===== config.mk =====
export PLATFORM = sky130hd
export DESIGN_NAME = chacha_xor_stream
export DESIGN_NICKNAME = d
export VERILOG_FILES = /design/src/rtl/chacha_xor_stream.sv
export SDC_FILE = /design/constraint.sdc
export NUM_CORES = 1
export LEC_CHECK = 0
export CORE_UTILIZATION = 44
export DETAILED_ROUTE_END_ITERATION = 6
export PLACE_DENSITY = 0.87
export SLEW_MARGIN = 30
export SYNTH_ARGS = -nofsm -noshare
export SYNTH_HDL_FRONTEND = slang
export SYNTH_SLANG_ARGS = --single-unit

===== constraint.sdc =====
create_clock -name clk -period 3.4 [get_ports clk]
set_clock_uncertainty 0.15 [all_clocks]
set_input_delay 0.68 -clock clk [delete_from_list [all_inputs] [get_ports clk]]
set_output_delay 0.68 -clock clk [all_outputs]
set_load 0.01 [all_outputs]

===== src/rtl/chacha_xor_stream.sv =====
// chacha_xor_stream: XORs payload bytes with keystream bytes pulled from the
// ChaCha block core, tracking position within each 64-byte block and waiting
// through the core's refill between blocks.
// Optional macro CHACHA_XOR_DISCARD_EN: on in_last, drain the rest of the
// current block so the next message starts on a fresh block.
`timescale 1ns/1ps

module chacha_xor_stream #(
    parameter int unsigned BLK_CNT_W = 16
) (
    input  logic                 clk,
    input  logic                 rst,
    input  logic [7:0]           in_data,
    input  logic                 in_valid,
    input  logic                 in_last,
    output logic                 in_ready,
    output logic [7:0]           out_data,
    output logic                 out_valid,
    output logic                 out_last,
    input  logic                 out_ready,
    input  logic [7:0]           ks_data,
    input  logic                 ks_ready,
    output logic                 ks_read,
    output logic [5:0]           byte_idx,
    output logic [BLK_CNT_W-1:0] blk_count
);

    localparam int unsigned DATA_W = 8;
    localparam int unsigned IDX_W  = 6;
    localparam logic [IDX_W-1:0] LAST_IDX = IDX_W'(63);

    typedef enum logic [1:0] {
        ST_STREAM    = 2'd0,
        ST_REFILL_LO = 2'd1,
        ST_REFILL_HI = 2'd2
`ifdef CHACHA_XOR_DISCARD_EN
        , ST_DRAIN   = 2'd3
`endif
    } state_t;

    state_t                r_state;
    state_t                w_state_nxt;
    logic [DATA_W-1:0]     r_out_data;
    logic                  r_out_valid;
    logic                  r_out_last;
    logic [IDX_W-1:0]      r_byte_idx;
    logic [BLK_CNT_W-1:0]  r_blk_count;

    logic                  w_out_free;
    logic                  w_in_ready;
    logic                  w_xfer;
    logic                  w_drain_rd;
    logic                  w_advance;
    logic                  w_blk_end;

    // Handshake and keystream-advance qualifiers
    assign w_out_free = ~r_out_valid | out_ready;
    assign w_in_ready = (r_state == ST_STREAM) & ks_ready & w_out_free;
    assign w_xfer     = in_valid & w_in_ready;
`ifdef CHACHA_XOR_DISCARD_EN
    assign w_drain_rd = (r_state == ST_DRAIN) & ks_ready;
`else
    assign w_drain_rd = 1'b0;
`endif
    assign w_advance  = w_xfer | w_drain_rd;
    assign w_blk_end  = w_advance & (r_byte_idx == LAST_IDX);

    assign in_ready  = w_in_ready;
    assign ks_read   = w_advance & ~rst;
    assign out_data  = r_out_data;
    assign out_valid = r_out_valid;
    assign out_last  = r_out_last;
    assign byte_idx  = r_byte_idx;
    assign blk_count = r_blk_count;

    // State register
    always_ff @(posedge clk) begin
        if (rst) begin
            r_state <= ST_STREAM;
        end else begin
            r_state <= w_state_nxt;
        end
    end

    // Next-state: stream, then wait for ready to fall and rise across a refill
    always_comb begin
        w_state_nxt = r_state;
        case (r_state)
            ST_STREAM: begin
                if (w_blk_end) begin
                    w_state_nxt = ST_REFILL_LO;
                end
`ifdef CHACHA_XOR_DISCARD_EN
                else if (w_xfer & in_last) begin
                    w_state_nxt = ST_DRAIN;
                end
`endif
            end
            ST_REFILL_LO: begin
                if (!ks_ready) begin
                    w_state_nxt = ST_REFILL_HI;
                end
            end
            ST_REFILL_HI: begin
                if (ks_ready) begin
                    w_state_nxt = ST_STREAM;
                end
            end
`ifdef CHACHA_XOR_DISCARD_EN
            ST_DRAIN: begin
                if (w_blk_end) begin
                    w_state_nxt = ST_REFILL_LO;
                end
            end
`endif
            default: w_state_nxt = ST_STREAM;
        endcase
    end

    // Output register: load on transfer, otherwise clear once drained
    always_ff @(posedge clk) begin
        if (rst) begin
            r_out_data  <= '0;
            r_out_valid <= 1'b0;
            r_out_last  <= 1'b0;
        end else if (w_xfer) begin
            r_out_data  <= in_data ^ ks_data;
            r_out_valid <= 1'b1;
            r_out_last  <= in_last;
        end else if (out_ready & r_out_valid) begin
            r_out_valid <= 1'b0;
        end
    end

    // Keystream position and consumed-block counter
    always_ff @(posedge clk) begin
        if (rst) begin
            r_byte_idx  <= '0;
            r_blk_count <= '0;
        end else begin
            if (w_advance) begin
                r_byte_idx <= r_byte_idx + IDX_W'(1);
            end
            if (w_blk_end) begin
                r_blk_count <= r_blk_count + BLK_CNT_W'(1);
            end
        end
    end

endmodule


# Word-level counts from Yosys, hierarchy flattened
# Cells that the tools add are included.
[classes] add_sub_neg=2 eq_ne=6 n_mux=6 bitwise_logic=10 reduce_logical=3
[ops] cell="$add 16x1->16 const B" n=1
[ops] cell="$xor 8x8->8" n=1
[ops] cell="$add 6x1->6 const B" n=1
[ops] cell="$and 1x1->1" n=6
[ops] cell="$eq 6x6->1 const B" n=1
[ops] cell="$mux 2" n=3
[ops] cell="$ne 2x2->1 const B" n=3
[ops] cell="$pmux 2 s3" n=1
[ops] cell="$reduce_and 3->1" n=1
[ops] cell="$eq 2x1->1 const B" n=1
[ops] cell="$eq 2x2->1 const B" n=1
[ops] cell="$logic_not 2->1" n=1
[ops] cell="$mux 1" n=2
[ops] cell="$not 1->1" n=2
[ops] cell="$reduce_bool 2->1" n=1
[ops] cell="$or 1x1->1" n=1
[word_totals] ff_bits=34 input_bits=22 output_inout_bits=34 wordCells=33

# Longest topological paths before layout
# Gate-level depths: netlist of run 1.
[logic_depth] ltp_word=7 mapped_depth=7

# Worst setup path before layout of run 1
# Ideal clock, no wire load.
[synth_timing] path_kind="input to register" start="input ks_ready" end="register r_blk_count[9] (netlist: blk_count[9])" arrival_time_ps=2432 required_ps=3180 path_slack_ps=747 path_stages=6 n_path_buf=2 path_cell_list="or3b_1 > buf_2 > or4_4 > buf_6 > or4_1 > a21oi_1"
[synth_via] elab_chain_cells=4
[synth_lines] item="from (decl)" line="22" text="input logic ks_ready,"
[synth_lines] item="$and 1x1->1 (2 in series)" line="58" text="assign w_in_ready = (r_state == ST_STREAM) & ks_ready & w_out_free;"
[synth_lines] item="$and 1x1->1" line="59" text="assign w_xfer = in_valid & w_in_ready;"
[synth_lines] item="$and 1x1->1" line="66" text="assign w_blk_end = w_advance & (r_byte_idx == LAST_IDX);"
[synth_lines] item="to (signal assigned)" line="145" text="r_blk_count <= r_blk_count + BLK_CNT_W'(1);"
[synth_lines] item="to (decl)" line="47" text="logic [BLK_CNT_W-1:0] r_blk_count;"
# No other way between the ends.
# A chain may end at the register's enable or synchronous reset.

# Worst setup path in the final report of run 1
[layout_timing] start="input ks_ready" end="output ks_read"
[layout_via] elab_chain_cells=4
[layout_lines] item="$and 1x1->1 (2 in series)" line="58"
[layout_lines] item="$and 1x1->1" line="59"
[layout_lines] item="$and 1x1->1" line="69" text="assign ks_read = w_advance & ~rst;"
[layout_lines] item="to (decl)" line="23" text="output logic ks_read,"
# No other way between the ends.

==> results.yml, run 1 <==
synth:
  yosysSeqAreaShare_pct: 42.9
  synthXorXnorAreaFrac_pct: 7.72
  synth_area_leaders: "dfxtp_1 43%, xnor2_1 7.2%, a21oi_1 5.0%, a211oi_1 4.3%, nor2_1 4.3%"
  synth_top_family_by_area: "simple AND/OR/NAND/NOR gates"
  synth_top_area_share_pct: 42.9
  syn_inst: 181
  yosysWarnings: 0
  yosys.area_share.simple_pct: 27.1
  synth_fp_nets: 205
  syn_avg_cell_area_um2: 8.77
  synth_compound_area_share_pct: 15.1
  muxShareOfSynthArea_pct: 1.97
  syn_area_um2: 1590
  netlist.top_cell.by_area: "dfxtp_1"
  ys_ff_latch: 34
  synth_cell_types: 37
  synth-adder-area-share_pct: 1.58
final_layout:
  drive_gt1_share_pct: 5.93
  seq_area_um2: 681
  antenna_cells: 0
  multi_input_area_um2: 850
  final_util_pct: 65.8
  area_growth_pct: 40.5
  final_nets: 261
  fillers: 262
timing:
  period_share_pct: 96.3
  fin_crit_ns: 3.27
  hold_viol: 0
  max_freq_mhz: 305
  max_slew.worst_pin.slew_ns: 0.704
  slew_violations: 0
  layout_setup_ws_ns: 0.126
  rsz0062_at_grt: "false"
  holdWs_ns: 0.349
  final.setup.tns_ns: 0
  finalSetupViolations: 0
  slew_headroom_pct: 53.1
power_and_ir_drop:
  powerDensity_nw_per_um2: 324
  ir_worst_vdd_mv: 0.173
  swShare_pct: 22.8
  p_int_uw: 558
  power_leakage_uw: 0.000718
  power_switching_uw: 165
  pwr-share-seq_pct: 57.2
  clockPowerShare_pct: 29.8
  comb_power_share_pct: 13.0
route:
  drt_iter0_drc: 104
  met3_length_um: 293
  wl_met1_um: 1500
  vias_per_cell: 5.39
  wl_met2_um: 1530
  postRouteAntennaNets: 0
  routed_wl_um: 3360
  dr.pass1.iters: 4
  drc: 0
  wl_per_cell_um: 11.9
  highest_layer: "met4"
  route.vias.total: 1520
global_route:
  grt_max_degree: 36
  grt_use_total_pct: 19.0
  grt_pass1_vias: 1260
  antenna_found_initial: 0
  grt_pass1_wl_um: 5290
  overflow: 0
critical_path:
  startpoint_type: "primary input"
  worst-path-max-fanout: 4
  cp-end-kind: "primary output"
  r2r_slack_ns: 1.05
  worstSetupPathType: "in -> out"
  required_ns: 2.57
  arrival_ns: 2.44
clock_tree:
  cts-resized-gates: 0
  clock_latency_ns: 0.33
  cts_tree: "done"
  clock_sink_count: 34
  htreeDepth: 2
  postCtsSetupRepairBufs: 0
  clk_pin_slew_ns: 0.09
  cts_buffers: 5
  root_buffer: "clkbuf_4"
  clockBufferDepth: 2
  hold_buffers: 0
place:
  dp_hpwl_um: 2380
  io_buffers: 55
  pre_cts_ws_ns: 0.125
  place_congestion: 0.854
floorplanning:
  io_pins: 56
  start_util_pct: 46.8
  core_um2: 3390
  dieArea_um2: 3850
  die_y_um: 62.1
  rows: 21
  die-width_um: 62.1
outcome:
  outcome: "complete, no violations"
hold_path:
  hp-class: "reg -> reg"
flow_run:
  maxCapViolations: 0
final cells by class:
type | instances | share of cell area (%)
Clock buffer | 6 | 2.30
Inverter | 3 | 0.505
Multi-Input combinational cell | 134 | 38.1
Sequential cell | 34 | 30.5
Tap cell | 46 | 2.58
Timing Repair Buffer | 59 | 26.0
state kept, by name (all words and copies together), names as in the netlist:
signal     count
out_last       1
r_state        2
blk_count     16
out_valid      1
out_data       8
byte_idx       6
cell usage after synthesis, drive strengths merged:
cell and instances:
nand3 4, and4 2, xnor2 13, xor2 1
nor4 5, nand4 7, o41ai 1, clkbuf 5
inv 3, a21oi 16, nor2 18, nor2b 2
nand3b 1, ha 2, nor3 1, or4 6
or4b 1, nand2 14, a31o 1, and3 4
buf 5, o21ai 6, nor3b 1, o31ai 6
nand2b 1, nand4b 4, mux2i 2, or3b 1
or3 2, mux2 1, a211oi 9, and2 2
dfxtp 34
layout by cell type (no fill, tap or decap), drive strengths merged, types with 3 or more instances in the layout:
cell and n:
o21ai 6, dfxtp 34, clkbuf 6, inv 3
a21oi 16, nor4 5, nor2 18, o31ai 6
clkdlybuf4s50 55, nand2 14, xnor2 13, and3 4
buf 4, nand4b 4, nand4 7, nand3 4
a211oi 9, or4 6
path summary, 6_finish.rpt:
| kind | endpoint | startpoint | cells past startpoint |
|---|---|---|---|
| worst max-delay path | ks_read | ks_ready | 6 |
| worst min-delay path | out_last$_SDFFE_PP0P_ | out_last$_SDFFE_PP0P_ | 2 |
| worst min register to register | out_last$_SDFFE_PP0P_ | out_last$_SDFFE_PP0P_ | 2 |
| worst max register to register | blk_count[5]$_SDFFE_PP0P_ | r_state[0]$_SDFFE_PP0P_ | 4 |
power groups by stage:
stage          logic [uW]  registers (uW)  clock network [uW]
4_1_cts              95.0             414                 222
6_report             93.7             414                 215
3_3_place_gp         93.2             423                   0
3_5_place_dp         94.3             423                   0
5_1_grt               101             416                 240
2_1_floorplan        35.3             427                   0
kinds of logic after synthesis:
kind of cell    Yosys count
mux                       3
compound gates           39
simple gates             76
flops                    34
buf+inv                  13
fa+ha+maj                 2
xor+xnor                 14
metrics by stage:
stage	cells	total power, uW	area [um2]
floorplan	181	462	1590
global placement	276	516	2180
detailed placement	276	517	2180
global route	282	757	2230
CTS	282	731	2230
finish	282	723	2230
per-layer routing:
| metal | vias up | GRT usage [%] |
|---|---|---|
| met5 | - | 0 |
| met4 | 0 | 6.35 |
| met3 | 5 | 10.8 |
| met2 | 60 | 29.0 |
| met1 | 678 | 22.3 |
| li1 | 777 | - |
worst max-delay path, stage by stage:
cell and delay [ns]:
clkdlybuf4s50_1 0.50, or3b_1 0.40, nor2_1 0.15, nand2_1 0.09
nor2_1 0.09, clkdlybuf4s50_1 0.54
Power figures use the tool's default switching activity.
==> inputs of run 2 (changes only) <==
--- a/config.mk
+++ b/config.mk
@@ -5,9 +5,11 @@
 export SDC_FILE = /design/constraint.sdc
 export NUM_CORES = 1
 export LEC_CHECK = 0
-export CORE_UTILIZATION = 44
+export CELL_PAD_IN_SITES_DETAIL_PLACEMENT = 1
+export CELL_PAD_IN_SITES_GLOBAL_PLACEMENT = 2
+export CORE_UTILIZATION = 25
 export DETAILED_ROUTE_END_ITERATION = 6
-export PLACE_DENSITY = 0.87
+export PLACE_DENSITY = 0.86
 export SLEW_MARGIN = 30
 export SYNTH_ARGS = -nofsm -noshare
 export SYNTH_HDL_FRONTEND = slang
==> run 2 against run 1 <==
Against the previous run: largest cell class unchanged; sequential power barely moved; sequential share of layout area down 1.1 points; count of clock-buffer cells in the layout unchanged; fmax decreased by 0.53%.
==> results.yml, run 2 (synthesis results as in run 1) <==
outcome:
  outcome: "complete, no violations"
floorplanning:
  die_y_um: 81.7
  die-width_um: 81.7
  io_pins: 56
  start_util_pct: 26.3
  core_um2: 6030
  rows: 28
  dieArea_um2: 6670
timing:
  slew_violations: 0
  fin_crit_ns: 3.29
  final.setup.tns_ns: 0
  slew_headroom_pct: 50.3
  period_share_pct: 96.8
  hold_viol: 0
  finalSetupViolations: 0
  max_slew.worst_pin.slew_ns: 0.738
  max_freq_mhz: 304
  rsz0062_at_grt: "false"
critical_path:
  cp.depth: 6
  arrival_ns: 2.46
  cp-end-kind: "primary output"
  crit_family: "buffers and inverters"
  r2r.worst_path.cells: 4
  worst-path-max-fanout: 4
  worstSetupPathType: "in -> out"
  required_ns: 2.57
  crit_path_max_incr_delay_ns: 0.54
  startpoint_type: "primary input"
  path_cells: "clkdlybuf4s50_1 -> or3b_4 -> nor2_1 -> nand2_1 -> nor2_1 -> clkdlybuf4s50_1"
  cp_num_buf_inv: 2
  critPathSlowestCell: "clkdlybuf4s50_1"
global_route:
  grt_max_degree: 36
  grt_use_total_pct: 13.3
  grt_pass1_wl_um: 6800
  overflow: 0
  grt_pass1_vias: 1499
  antenna_found_initial: 0
clock_tree:
  postCtsSetupRepairBufs: 0
  cts_tree: "done"
  htreeDepth: 2
  clock_sink_count: 34
  cts_buffers: 5
  clk_pin_slew_ns: 0.07
  root_buffer: "clkbuf_8"
  clock_latency_ns: 0.29
  clockBufferDepth: 2
route:
  dr.pass1.iters: 4
  wl_per_cell_um: 13.5
  postRouteAntennaNets: 0
  drc: 0
  routed_wl_um: 4230
  vias_per_cell: 5.01
  drt_iter0_drc: 47
  route.vias.total: 1569
final_layout:
  antenna_cells: 0
  layout_common_cells: "55 x clkdlybuf4s50_1, 34 x dfxtp_1, 18 x nor2_1"
  area_growth_pct: 45.7
  largest_reg_flops: 16
  final_nets: 261
  fillers: 733
  drive_gt1_share_pct: 7.14
  final_common_cell: "clkdlybuf4s50_1"
  design_area_um2: 2310
place:
  place_congestion: 0.735
  dp_hpwl_um: 2950
  io_buffers: 55
  place_area_um2: 2220
hold_path:
  hp-class: "reg -> reg"
  min_path_cells: 1
power_and_ir_drop:
  power.total_uw: 832
  power_leakage_uw: 0.000734
  ir_worst_vdd_mv: 0.186
  powerDensity_nw_per_um2: 360
flow_run:
  maxCapViolations: 0
## run 2: cell types whose count changed in the layout (fill, tap and decap cells not counted), sizes merged
cell      change
clkinv        +1
clkinvlp      +1
## run 2: through the flow
step	std cells	worst slack (ns)	hold WS, ns	utilization, %
6_report	313	0.109	0.354	38.4
5_1_grt	313	0.0189	0.372	38.4
4_1_cts	313	0.0913	0.356	38.4
3_5_place_dp	305	0.100	0.346	36.8
3_3_place_gp	305	0.125	0.329	36.8
2_1_floorplan	181	0.747	0.312	-
## run 2: repair_timing
| action | CTS | global route |
|---|---|---|
| resized for setup | 0 | 1 |
| hold buffers | 0 | 0 |
| endpoints found under the setup margin | 0 | 1 |
## run 2: worst paths after layout
check,from,to,slack [ns]
max reg2reg,r_state[0]$_SDFFE_PP0P_,blk_count[8]$_SDFFE_PP0P_,1.05
min reg2reg,r_state[1]$_SDFFE_PP0P_,r_state[0]$_SDFFE_PP0P_,0.35
max,ks_ready,ks_read,0.11
min,r_state[1]$_SDFFE_PP0P_,r_state[0]$_SDFFE_PP0P_,0.35
## run 2: per-layer routing
metal / vias to the layer above / global-route usage (%) / wire length [um]
li1: 773 / - / -
met1: 749 / 15.4 / 1890
met2: 42 / 22.7 / 2020
met3: 5 / 4.89 / 271
met4: 0 / 4.21 / 46
met5: - / 0 / 0
## run 2: power breakdown
part / internal, uW / leakage, uW / switching, uW
logic: 57.6 / 0.000411 / 38.3
clock network: 163 / 0.0000472 / 160
registers: 408 / 0.000276 / 6.25
total: 628 / 0.000734 / 204
## run 2: layout make-up
cell class	count	area, um2	area share (%)
Multi-Input combinational cell	134	852	36.8
Sequential cell	34	681	29.4
Timing Repair Buffer	59	581	25.1
Tap cell	75	93.8	4.06
Clock buffer	6	82.6	3.57
Clock inverter	2	12.5	0.541
Inverter	3	11.3	0.487
## run 2: worst register-to-register path: cells and delay by family, from the launching register on
| kind | cells | cell delay, ns |
|---|---|---|
| AND/OR/NAND/NOR | 3 | 1.63 |
| flip-flops | 1 | 0.35 |
| AO/OA/AOI/OAI | 1 | 0.15 |
==> inputs of run 3 (changes only) <==
--- a/config.mk
+++ b/config.mk
@@ -5,6 +5,7 @@
 export SDC_FILE = /design/constraint.sdc
 export NUM_CORES = 1
 export LEC_CHECK = 0
+export CAP_MARGIN = 0
 export CELL_PAD_IN_SITES_DETAIL_PLACEMENT = 1
 export CELL_PAD_IN_SITES_GLOBAL_PLACEMENT = 2
 export CORE_UTILIZATION = 25
==> results of run 3 <==
Same layout as run 2: the final DEF is identical, and so are final timing and power.
